`config.mk`:
```
export PLATFORM = sky130hd
export DESIGN_NAME = tx_sched
export DESIGN_NICKNAME = d
export VERILOG_FILES = /design/src/rtl/tx_sched.sv
export SDC_FILE = /design/constraint.sdc
export NUM_CORES = 1
export LEC_CHECK = 0
export ABC_CLOCK_PERIOD_IN_PS = 3150
export BUFFER_PORTS_ARGS = -buffer_cell sky130_fd_sc_hd__buf_4
export CAP_MARGIN = 40
export CORE_ASPECT_RATIO = 0.8
export CORE_MARGIN = 5
export CORE_UTILIZATION = 28
export CTS_CLUSTER_SIZE = 25
export DETAILED_ROUTE_END_ITERATION = 12
export HOLD_SLACK_MARGIN = 0.12
export PLACE_DENSITY_LB_ADDON = 0.3
export SETUP_SLACK_MARGIN = 0.02
export SYNTH_ARGS = -nofsm -noshare
export SYNTH_HDL_FRONTEND = slang
export SYNTH_SLANG_ARGS = --single-unit
```
`constraint.sdc`:
```
create_clock -name i_clk -period 3.15 [get_ports i_clk]
set_input_delay 0.63 -clock i_clk [delete_from_list [all_inputs] [get_ports i_clk]]
set_output_delay 0.63 -clock i_clk [all_outputs]
set_load 0.005 [all_outputs]
```
`src/rtl/tx_sched.sv`:
```
// tx_sched -- transmit scheduler for the FPGA serial test.
//
// This block shares one UART transmitter between the pattern generator and
// the receive-echo path. It arbitrates round-robin between the two, runs the
// load/busy handshake with the transmitter and tracks the output column.
//
// Optional feature macro: TX_AUTO_WRAP_EN
//   defined   - a CR/LF pair is inserted when the column reaches COLUMNS.
//   undefined - the wrap states are not built. col still tracks and
//               saturates at COLUMNS.
//
// Parameters
//   COLUMNS  line width in printable characters (1..127)
//   TIMEOUT  cycles to wait for tx_busy to rise after a load (2..255)
//
// Ports
//   i_clk          system clock
//   i_rst_n        asynchronous active-low reset
//   i_pat_req      pattern generator has a character on i_pat_char
//   i_pat_char     pattern character, stable while i_pat_req=1
//   o_pat_ack      one-cycle pulse when i_pat_char is consumed
//   i_echo_req     echo path has a character on i_echo_char
//   i_echo_char    echo character, stable while i_echo_req=1
//   o_echo_ack     one-cycle pulse when i_echo_char is consumed
//   i_tx_busy      UART transmitter is shifting a character
//   o_tx_load      one-cycle pulse; the UART latches o_tx_data
//   o_tx_data      character to transmit, held until the next load
//   o_col          current output column, 0..COLUMNS
//   o_timeout_err  sticky: tx_busy never rose after a load
module tx_sched #(
  parameter int COLUMNS = 80,
  parameter int TIMEOUT = 16
) (
  input  logic       i_clk,
  input  logic       i_rst_n,
  input  logic       i_pat_req,
  input  logic [7:0] i_pat_char,
  output logic       o_pat_ack,
  input  logic       i_echo_req,
  input  logic [7:0] i_echo_char,
  output logic       o_echo_ack,
  input  logic       i_tx_busy,
  output logic       o_tx_load,
  output logic [7:0] o_tx_data,
  output logic [6:0] o_col,
  output logic       o_timeout_err
);

  localparam logic [6:0] COL_MAX = 7'(COLUMNS);
  localparam logic [7:0] TO_LAST = 8'(TIMEOUT - 1);

  localparam logic [7:0] CH_CR = 8'h0D;
  localparam logic [7:0] CH_LF = 8'h0A;
  localparam logic [7:0] CH_BS = 8'h08;

  typedef enum logic [2:0] {
    S_IDLE      = 3'd0,
    S_WAIT_BUSY = 3'd1,
    S_WAIT_DONE = 3'd2
`ifdef TX_AUTO_WRAP_EN
    ,
    S_WRAP_CR   = 3'd3,
    S_WRAP_LF   = 3'd4
`endif
  } state_t;

  state_t     r_state, w_state_nxt;
  logic       r_tx_load, w_load;
  logic [7:0] r_tx_data, w_data;
  logic       r_pat_ack, w_pat_ack;
  logic       r_echo_ack, w_echo_ack;
  logic [6:0] r_col, w_col_nxt;
  logic       r_err, w_err_nxt;
  logic [7:0] r_cnt, w_cnt_nxt;
  // 1 = echo received the most recent grant; reset to pattern so that
  // echo wins the first tie.
  logic       r_last_echo, w_last_echo_nxt;
`ifdef TX_AUTO_WRAP_EN
  // Set while the auto CR is in flight so WAIT_DONE continues with the LF.
  logic       r_wrap_cr, w_wrap_cr_nxt;
`endif

  logic       w_gnt_echo, w_gnt_pat;

  // Round-robin: a lone request wins, a tie goes to whoever did not win last.
  assign w_gnt_echo = i_echo_req & (~i_pat_req  |  ~r_last_echo);
  assign w_gnt_pat  = i_pat_req  & (~i_echo_req |   r_last_echo);

  always_comb begin
    w_state_nxt     = r_state;
    w_load          = 1'b0;
    w_data          = r_tx_data;
    w_pat_ack       = 1'b0;
    w_echo_ack      = 1'b0;
    w_err_nxt       = r_err;
    w_cnt_nxt       = r_cnt;
    w_last_echo_nxt = r_last_echo;
`ifdef TX_AUTO_WRAP_EN
    w_wrap_cr_nxt   = r_wrap_cr;
`endif
    case (r_state)
      S_IDLE: begin
        if (!i_tx_busy) begin
`ifdef TX_AUTO_WRAP_EN
          // A due wrap pre-empts both requesters; they simply keep waiting.
          if (r_col == COL_MAX) w_state_nxt = S_WRAP_CR;
          else
`endif
          if (w_gnt_echo) begin
            w_load          = 1'b1;
            w_data          = i_echo_char;
            w_echo_ack      = 1'b1;
            w_last_echo_nxt = 1'b1;
            w_cnt_nxt       = '0;
            w_state_nxt     = S_WAIT_BUSY;
          end else if (w_gnt_pat) begin
            w_load          = 1'b1;
            w_data          = i_pat_char;
            w_pat_ack       = 1'b1;
            w_last_echo_nxt = 1'b0;
            w_cnt_nxt       = '0;
            w_state_nxt     = S_WAIT_BUSY;
          end
        end
      end
      S_WAIT_BUSY: begin
        if (i_tx_busy) begin
          w_cnt_nxt   = '0;
          w_state_nxt = S_WAIT_DONE;
        end else if (r_cnt == TO_LAST) begin
          // Transmitter never answered: flag it, abandon any wrap in flight.
          w_err_nxt     = 1'b1;
          w_cnt_nxt     = '0;
`ifdef TX_AUTO_WRAP_EN
          w_wrap_cr_nxt = 1'b0;
`endif
          w_state_nxt   = S_IDLE;
        end else begin
          w_cnt_nxt = r_cnt + 8'd1;
        end
      end
      S_WAIT_DONE: begin
        if (!i_tx_busy) begin
`ifdef TX_AUTO_WRAP_EN
          if (r_wrap_cr) begin
            w_wrap_cr_nxt = 1'b0;
            w_state_nxt   = S_WRAP_LF;
          end else
`endif
          w_state_nxt = S_IDLE;
        end
      end
`ifdef TX_AUTO_WRAP_EN
      S_WRAP_CR: begin
        w_load        = 1'b1;
        w_data        = CH_CR;
        w_wrap_cr_nxt = 1'b1;
        w_cnt_nxt     = '0;
        w_state_nxt   = S_WAIT_BUSY;
      end
      S_WRAP_LF: begin
        w_load      = 1'b1;
        w_data      = CH_LF;
        w_cnt_nxt   = '0;
        w_state_nxt = S_WAIT_BUSY;
      end
`endif
      default: w_state_nxt = S_IDLE;
    endcase
  end

  // Column follows whatever is loaded, including inserted CR/LF.
  always_comb begin
    w_col_nxt = r_col;
    if (w_load) begin
      if (w_data >= 8'h20 && w_data <= 8'h7E) begin
        if (r_col < COL_MAX) w_col_nxt = r_col + 7'd1;
      end else if (w_data == CH_CR) begin
        w_col_nxt = '0;
      end else if (w_data == CH_BS && r_col != '0) begin
        w_col_nxt = r_col - 7'd1;
      end
    end
  end

  always_ff @(posedge i_clk or negedge i_rst_n) begin
    if (!i_rst_n) begin
      r_state     <= S_IDLE;
      r_tx_load   <= 1'b0;
      r_tx_data   <= 8'h00;
      r_pat_ack   <= 1'b0;
      r_echo_ack  <= 1'b0;
      r_col       <= '0;
      r_err       <= 1'b0;
      r_cnt       <= '0;
      r_last_echo <= 1'b0;
`ifdef TX_AUTO_WRAP_EN
      r_wrap_cr   <= 1'b0;
`endif
    end else begin
      r_state     <= w_state_nxt;
      r_tx_load   <= w_load;
      r_tx_data   <= w_data;
      r_pat_ack   <= w_pat_ack;
      r_echo_ack  <= w_echo_ack;
      r_col       <= w_col_nxt;
      r_err       <= w_err_nxt;
      r_cnt       <= w_cnt_nxt;
      r_last_echo <= w_last_echo_nxt;
`ifdef TX_AUTO_WRAP_EN
      r_wrap_cr   <= w_wrap_cr_nxt;
`endif
    end
  end

  assign o_tx_load     = r_tx_load;
  assign o_tx_data     = r_tx_data;
  assign o_pat_ack     = r_pat_ack;
  assign o_echo_ack    = r_echo_ack;
  assign o_col         = r_col;
  assign o_timeout_err = r_err;

endmodule

```
==> impl_metrics.csv, run 1 <==
group,metric,value,unit
status,status,"complete, no violations",
timing,finClkSkew,0.00714,ns
clock_tree,cts.sinks,30,
logic_synthesis,synth_compound_gate_area_share,0.214,
routing,avgViaCountPerCell,5.12,
logic_synthesis,synthArstFlopShare,1.00,
routing,wl,4430,um
timing,rsz0062_at_grt,"no",
logic_synthesis,netlist.area_leader.share,0.436,
timing,setup_slack,0.238,ns
timing,finalSetupViolations,0,
logic_synthesis,synth_edf_count,0,
clock_tree,clk_path_buf_depth,2,
floorplanning,die_area,0.00783,sq mm
logic_synthesis,synth_fa_ha_area_frac,0.0291,
timing,setup-tns-final,0,ns
setup_path,slowest_stage,"or4b_4",
clock_tree,cts-buffers-inserted,5,
logic_synthesis,syn-cell-area,0.00172,sq mm
logic_synthesis,ys_warn_count,0,
logic_synthesis,synth_top_family_by_area,"simple AND/OR/NAND/NOR gates",
routing,vias,1588,
global_routing,antenna_found_initial,0,
floorplanning,die_h,80.1,um
setup_path,crit_type,"reg -> reg",
pwr,p_leak,0.00110,uW
global_routing,grt_pass1_wl,7380,um
logic_synthesis,syn-num-nets,196,
logic_synthesis,synth_cell_type_count,55,
final_layout,final_cell_mix,"buf_4 (51), dfrtp_1 (30), nand2_1 (14)",
setup_path,crit_arrival,3.07,ns
placed_design,io_buffers,39,
timing,slew_headroom,0.656,
clock_tree,cts-root-buf,"clkbuf_8",
final_layout,layout-drive-gt1-share,0.332,
global_routing,gr-usage-met3,0.0321,
global_routing,grt-ovfl-total,0,
routing,drc_errors,0,
final_layout,layout.nets,253,
placed_design,hpwl,3280,um
timing,drv_slew,0,
floorplanning,start_util,0.290,
timing,period_share,0.924,
setup_path,crit_chain,"and2b_1 > nand3b_4 > inv_2 > a222oi_1 > or4b_4 > nor3_1 > a32oi_2 > a22o_1 > nand4b_1",
routing,wire_per_inst,14.3,um
final_layout,fill_cells,612,
logic_synthesis,synthSimpleGateAreaFrac,0.259,
setup_path,start_kind,"flop",
clock_tree,hold_buffers,0,
global_routing,busiest_layer,"met1",
logic_synthesis,synth-main-ff-cell,"dfrtp_1",
global_routing,grt_max_degree,31,
routing,initialDrtViolationCount,131,
logic_synthesis,yosys-mux-area-fraction,0.0233,
clock_tree,cts.clk_slew.worst_paths,0.07,ns
timing,period_needed,2.91,ns
setup_path,crit_required,3.31,ns
logic_synthesis,synthTopCellsByArea,"dfrtp_1 (44%), nand2_1 (3.1%), ha_1 (2.9%), o21ai_0 (2.9%), a222oi_1 (2.3%)",
final_layout,area_growth,34.2,%
hold_path,hp-class,"in -> async",
final_layout,final_cell_count_no_fill,310,
logic_synthesis,synthXorXnorAreaFrac,0.00509,
final_layout,final_common_cell,"buf_4",
setup_path,cp-end-kind,"flop",
global_routing,grt_usage,0.117,
pwr,irDropWorstVdd,0.167,mV
timing,fmaxAchievable,343,MHz
logic_synthesis,synth_area_leader_cell,"dfrtp_1",
clock_tree,h-tree-depth,2,
pwr,total_power,1400,uW
logic_synthesis,seq_area_frac_synth,0.436,
global_routing,grtUsageMet1,0.170,
flow_run,cap_viol_max_count,0,
placed_design,dpl.cell_count,301,
floorplanning,ioPinCount,40,
global_routing,use_met2,0.162,
floorplanning,fp.coreArea,0.00594,sq mm
setup_path,critPathMaxFanout,7,
floorplanning,die_w,97.7,um
final_layout,antenna_cells,0,
logic_synthesis,ys_ff_latch,30,
pwr,p_per_area,604,mW/mm^2
routing,postRouteAntennaNets,0,
timing,finalHoldViolCount,0,
clock_tree,postCtsSetupRepairBufs,0,
logic_synthesis,synth_cells,171,
clock_tree,insertion_delay,0.28,ns
timing,worst_pin_slew,0.513,ns
placed_design,gp_routability_congestion,0.791,
global_routing,first_global_vias,1455,
floorplanning,row_count,25,
clock_tree,ctsResizeCount,0,
setup_path,slowest_delay,0.55,ns
clock_tree,cts_tree,"yes",
placed_design,dp_slack,0.0304,ns
logic_synthesis,syn_area_per_cell,10.1,sq um
routing,dr.pass1.iters,5,
[Yosys cell counts (3+ instances only)]
cell type and instances:
a221oi_1 3, a222oi_1 4, nor2_1 8, o21bai_1 3, o21ai_0 10, or3_1 6
inv_1 10, nand2_1 14, nand3b_1 4, nand2b_1 3, mux2i_1 4, nand3_1 7
and3_1 6, a21o_1 3, nand4b_1 3, nor3_1 5, a21oi_1 3, ha_1 4
dfrtp_1 30
[through the flow]
step	hold WS, ns	cell area [sq um]	util
6_report	0.268	2310	0.389
5_1_grt	0.293	2310	0.389
3_3_place_gp	0.450	2210	0.371
3_5_place_dp	0.453	2210	0.371
2_1_floorplan	0.334	1720	-
4_1_cts	0.281	2300	0.387
[final timing paths]
check	from	to	slack, ns	cells after the start
worst max-delay path	r_last_echo$_DFFE_PN0P_	o_col[2]$_DFFE_PN0P_	0.24	9
worst min-delay path	i_rst_n	r_last_echo$_DFFE_PN0P_	0.27	1
worst max register to register	r_last_echo$_DFFE_PN0P_	o_col[2]$_DFFE_PN0P_	0.24	9
worst min register to register	o_timeout_err$_DFFE_PN0P_	o_timeout_err$_DFFE_PN0P_	0.46	1
max in group asynchronous	i_rst_n	r_cnt[7]$_DFFE_PN0P_	2.60	1
min in group i_clk	o_timeout_err$_DFFE_PN0P_	o_timeout_err$_DFFE_PN0P_	0.46	1
[sequential cells by signal, summed over array words and instances, names as in the netlist]
name / count
o_col: 7
o_tx_load: 1
r_last_echo: 1
o_tx_data: 8
r_cnt: 8
o_echo_ack: 1
o_pat_ack: 1
r_state: 2
o_timeout_err: 1
[worst max-delay path: cells and delay by family, from the launching register on]
kind,cells,cell delay [ns]
simple gates,5,1.34
compound gates,3,1.01
flops,1,0.40
buf+inv,1,0.04
[layer usage]
metal | up-vias | share of wire
met3 | 8 | 0.076
li1 | 769 | -
met1 | 755 | 0.52
met2 | 56 | 0.38
met5 | - | 0
met4 | 0 | 0.017
[cell type report]
cell class | count | area, sq um | area share
Clock inverter | 2 | 12.5 | 0.00542
Timing Repair Buffer | 52 | 403 | 0.174
Tap cell | 81 | 101 | 0.0439
Inverter | 12 | 45.0 | 0.0195
Sequential cell | 30 | 751 | 0.325
Multi-Input combinational cell | 127 | 915 | 0.396
Clock buffer | 6 | 82.6 | 0.0358
[cell families (layout without fill, tap and decap cells)]
| group | Yosys count | after routing |
|---|---|---|
| xor+xnor | 1 | 1 |
| fa+ha+maj | 4 | 4 |
| compound gates | 47 | 47 |
| buf+inv | 14 | 72 |
| simple gates | 71 | 71 |
| flops | 30 | 30 |
| mux | 4 | 4 |
[report_power, final]
| part | total (uW) | switching (uW) | internal [uW] |
|---|---|---|---|
| Clock | 329 | 153 | 175 |
| Combinational | 524 | 251 | 272 |
| Sequential | 543 | 86.2 | 457 |
Power figures use the tool's default switching activity.
==> inputs of run 2 (changes only) <==
--- a/config.mk
+++ b/config.mk
@@ -10,7 +10,7 @@
 export CAP_MARGIN = 40
 export CORE_ASPECT_RATIO = 0.8
 export CORE_MARGIN = 5
-export CORE_UTILIZATION = 28
+export CORE_UTILIZATION = 53
 export CTS_CLUSTER_SIZE = 25
 export DETAILED_ROUTE_END_ITERATION = 12
 export HOLD_SLACK_MARGIN = 0.12
==> run 2 against run 1 <==
Setup slack gained 0.034 ns. Total power grew 3.8%. First-iteration DRC count shrank 39%. Clock-buffer cell count is the same. Die area shrank 43%. Combinational power shrank 2%. Cell area shrank 3.4%. Critical path type is now in -> reg. Largest power group unchanged.
==> impl_metrics.csv, run 2 (synthesis results as in run 1) <==
group,metric,value,unit
hold_path,hp-class,"in -> async",
routing,drc_errors,0,
global_routing,grt_max_degree,31,
timing,slew_headroom,0.650,
routing,postRouteAntennaNets,0,
clock_tree,clk_path_buf_depth,2,
pwr,irDropWorstVdd,0.443,mV
pwr,switchingPower,484,uW
global_routing,grt_usage,0.223,
clock_tree,h-tree-depth,2,
final_layout,area_growth,29.6,%
pwr,p_leak,0.00108,uW
final_layout,seq_area,751,sq um
floorplanning,die_w,73.7,um
floorplanning,fp.coreArea,0.00311,sq mm
clock_tree,cts-buffers-inserted,5,
final_layout,fill_cells,236,
timing,finalHoldViolCount,0,
setup_path,start_kind,"primary input",
timing,rsz0062_at_grt,"no",
clock_tree,hold_buffers,0,
timing,drv_slew,0,
floorplanning,die_h,61.0,um
setup_path,crit_arrival,3.03,ns
final_layout,layout-drive-gt1-share,0.318,
pwr,p_seq_frac,0.374,
setup_path,crit_type,"in -> reg",
placed_design,hpwl,3300,um
setup_path,critPathMaxFanout,7,
setup_path,crit_chain,"buf_4 > nor3_4 > o21ai_2 > a222oi_1 > or4b_4 > nor4b_4 > nor2_2 > a221oi_1 > mux2i_1",
pwr,p_int,964,uW
placed_design,dp_slack,-0.0477,ns
global_routing,grt-ovfl-total,0,
pwr,p_per_area,649,mW/mm^2
flow_run,cap_viol_max_count,0,
timing,worst_pin_slew,0.520,ns
timing,setup_slack,0.272,ns
placed_design,io_buffers,39,
global_routing,antenna_found_initial,0,
floorplanning,ioPinCount,40,
timing,period_share,0.914,
placed_design,dpl.cell_count,255,
floorplanning,start_util,0.554,
clock_tree,insertion_delay,0.28,ns
final_layout,multi_input_area,920,sq um
final_layout,final_cell_mix,"buf_4 (47), dfrtp_1 (30), nand2_1 (14)",
timing,setup-tns-final,0,ns
clock_tree,cts.sinks,30,
clock_tree,cts-root-buf,"clkbuf_8",
timing,finalSetupViolations,0,
timing,fmaxAchievable,348,MHz
routing,initialDrtViolationCount,80,
setup_path,crit_required,3.30,ns
pwr,pwr-share-comb,0.353,
setup_path,r2r_slack,0.29,ns
timing,finClkSkew,0.00498,ns
global_routing,grt_pass1_wl,7520,um
setup_path,startpoint,"i_tx_busy",
routing,wire_per_inst,17.1,um
setup_path,cp-end-kind,"flop",
setup_path,r2r_start,"r_last_echo$_DFFE_PN0P_",
final_layout,final_common_cell,"buf_4",
setup_path,slowest_delay,0.55,ns
floorplanning,die_area,0.00450,sq mm
routing,avgViaCountPerCell,6.19,
routing,wl,4490,um
setup_path,slowest_stage,"or4b_4",
setup_path,critPathBufInv,1,
routing,dr.pass1.iters,5,
final_layout,layout.nets,248,
global_routing,first_global_vias,1602,
clock_tree,cts_tree,"yes",
placed_design,gp_routability_congestion,0.898,
clock_tree,cts.clk_slew.worst_paths,0.07,ns
routing,vias,1628,
final_layout,antenna_cells,0,
timing,period_needed,2.88,ns
pwr,clockPowerShare,0.273,
final_layout,final_cell_count_no_fill,263,
pwr,p_sw_frac,0.334,
floorplanning,row_count,18,
status,status,"complete, no violations",
setup_path,crit_family,"simple AND/OR/NAND/NOR gates",
[run 2: cell count changes in the layout (fill, tap and decap cells not counted)]
cell	before	now
clkinvlp_4	1	0
bufinv_16	0	1
nor3_2	0	1
clkinv_2	1	0
buf_12	1	0
buf_4	51	47
nor3_1	5	4
[run 2: final cells by class]
type / instances / share of cell area
multi-input cells: 127 / 0.412
inverters: 12 / 0.0202
well taps: 40 / 0.0224
repair buffers: 47 / 0.158
flip-flops and latches: 30 / 0.337
clock inverters: 1 / 0.0135
clock buffers: 6 / 0.0370
[run 2: final timing paths]
path	endpoint	cells past startpoint
min in group i_clk	o_timeout_err$_DFFE_PN0P_	1
worst max-delay path	o_col[4]$_DFFE_PN0P_	9
worst min register to register	o_timeout_err$_DFFE_PN0P_	1
max in group asynchronous	o_col[2]$_DFFE_PN0P_	1
worst min-delay path	r_state[0]$_DFFE_PN0P_	1
worst max register to register	o_col[4]$_DFFE_PN0P_	9
[run 2: routing by layer]
metal / GRT usage / vias up / wire, um / part of all wire
met2: 0.366 / 73 / 2140 / 0.48
met4: 0.0594 / 0 / 51 / 0.011
li1: - / 752 / - / -
met1: 0.280 / 796 / 1890 / 0.42
met5: 0 / - / 0 / 0
met3: 0.0811 / 7 / 399 / 0.089
[run 2: worst reg2reg max path: stages, from the launching register on]
cell      delay (ns)
dfrtp_1         0.40
and2b_1         0.22
nand3b_4        0.15
inv_2           0.06
a222oi_1        0.46
or4b_4          0.55
nor4b_4         0.27
nor2_2          0.14
a221oi_1        0.34
mux2i_1         0.13
[run 2: what timing repair did]
action,in CTS,in global routing
resized for setup,0,1
buffers inserted,0,1
setup endpoints to repair,0,5
[run 2: power by group through the flow]
| stage | Clock, uW | Sequential (uW) | Combinational (uW) |
|---|---|---|---|
| 4_1_cts | 400 | 539 | 504 |
| 3_3_place_gp | 0 | 538 | 482 |
| 6_report | 396 | 541 | 511 |
| 2_1_floorplan | 0 | 532 | 285 |
| 3_5_place_dp | 0 | 545 | 501 |
| 5_1_grt | 419 | 555 | 568 |
[run 2: stage by stage]
step / cell area, sq um / util / power [uW] / hold slack (ns)
after floorplan: 1720 / - / 816 / 0.334
after global placement: 2110 / 0.678 / 1020 / 0.439
after detailed placement: 2110 / 0.678 / 1050 / 0.446
after CTS: 2220 / 0.714 / 1440 / 0.274
after global routing: 2230 / 0.718 / 1540 / 0.291
final: 2230 / 0.718 / 1450 / 0.258
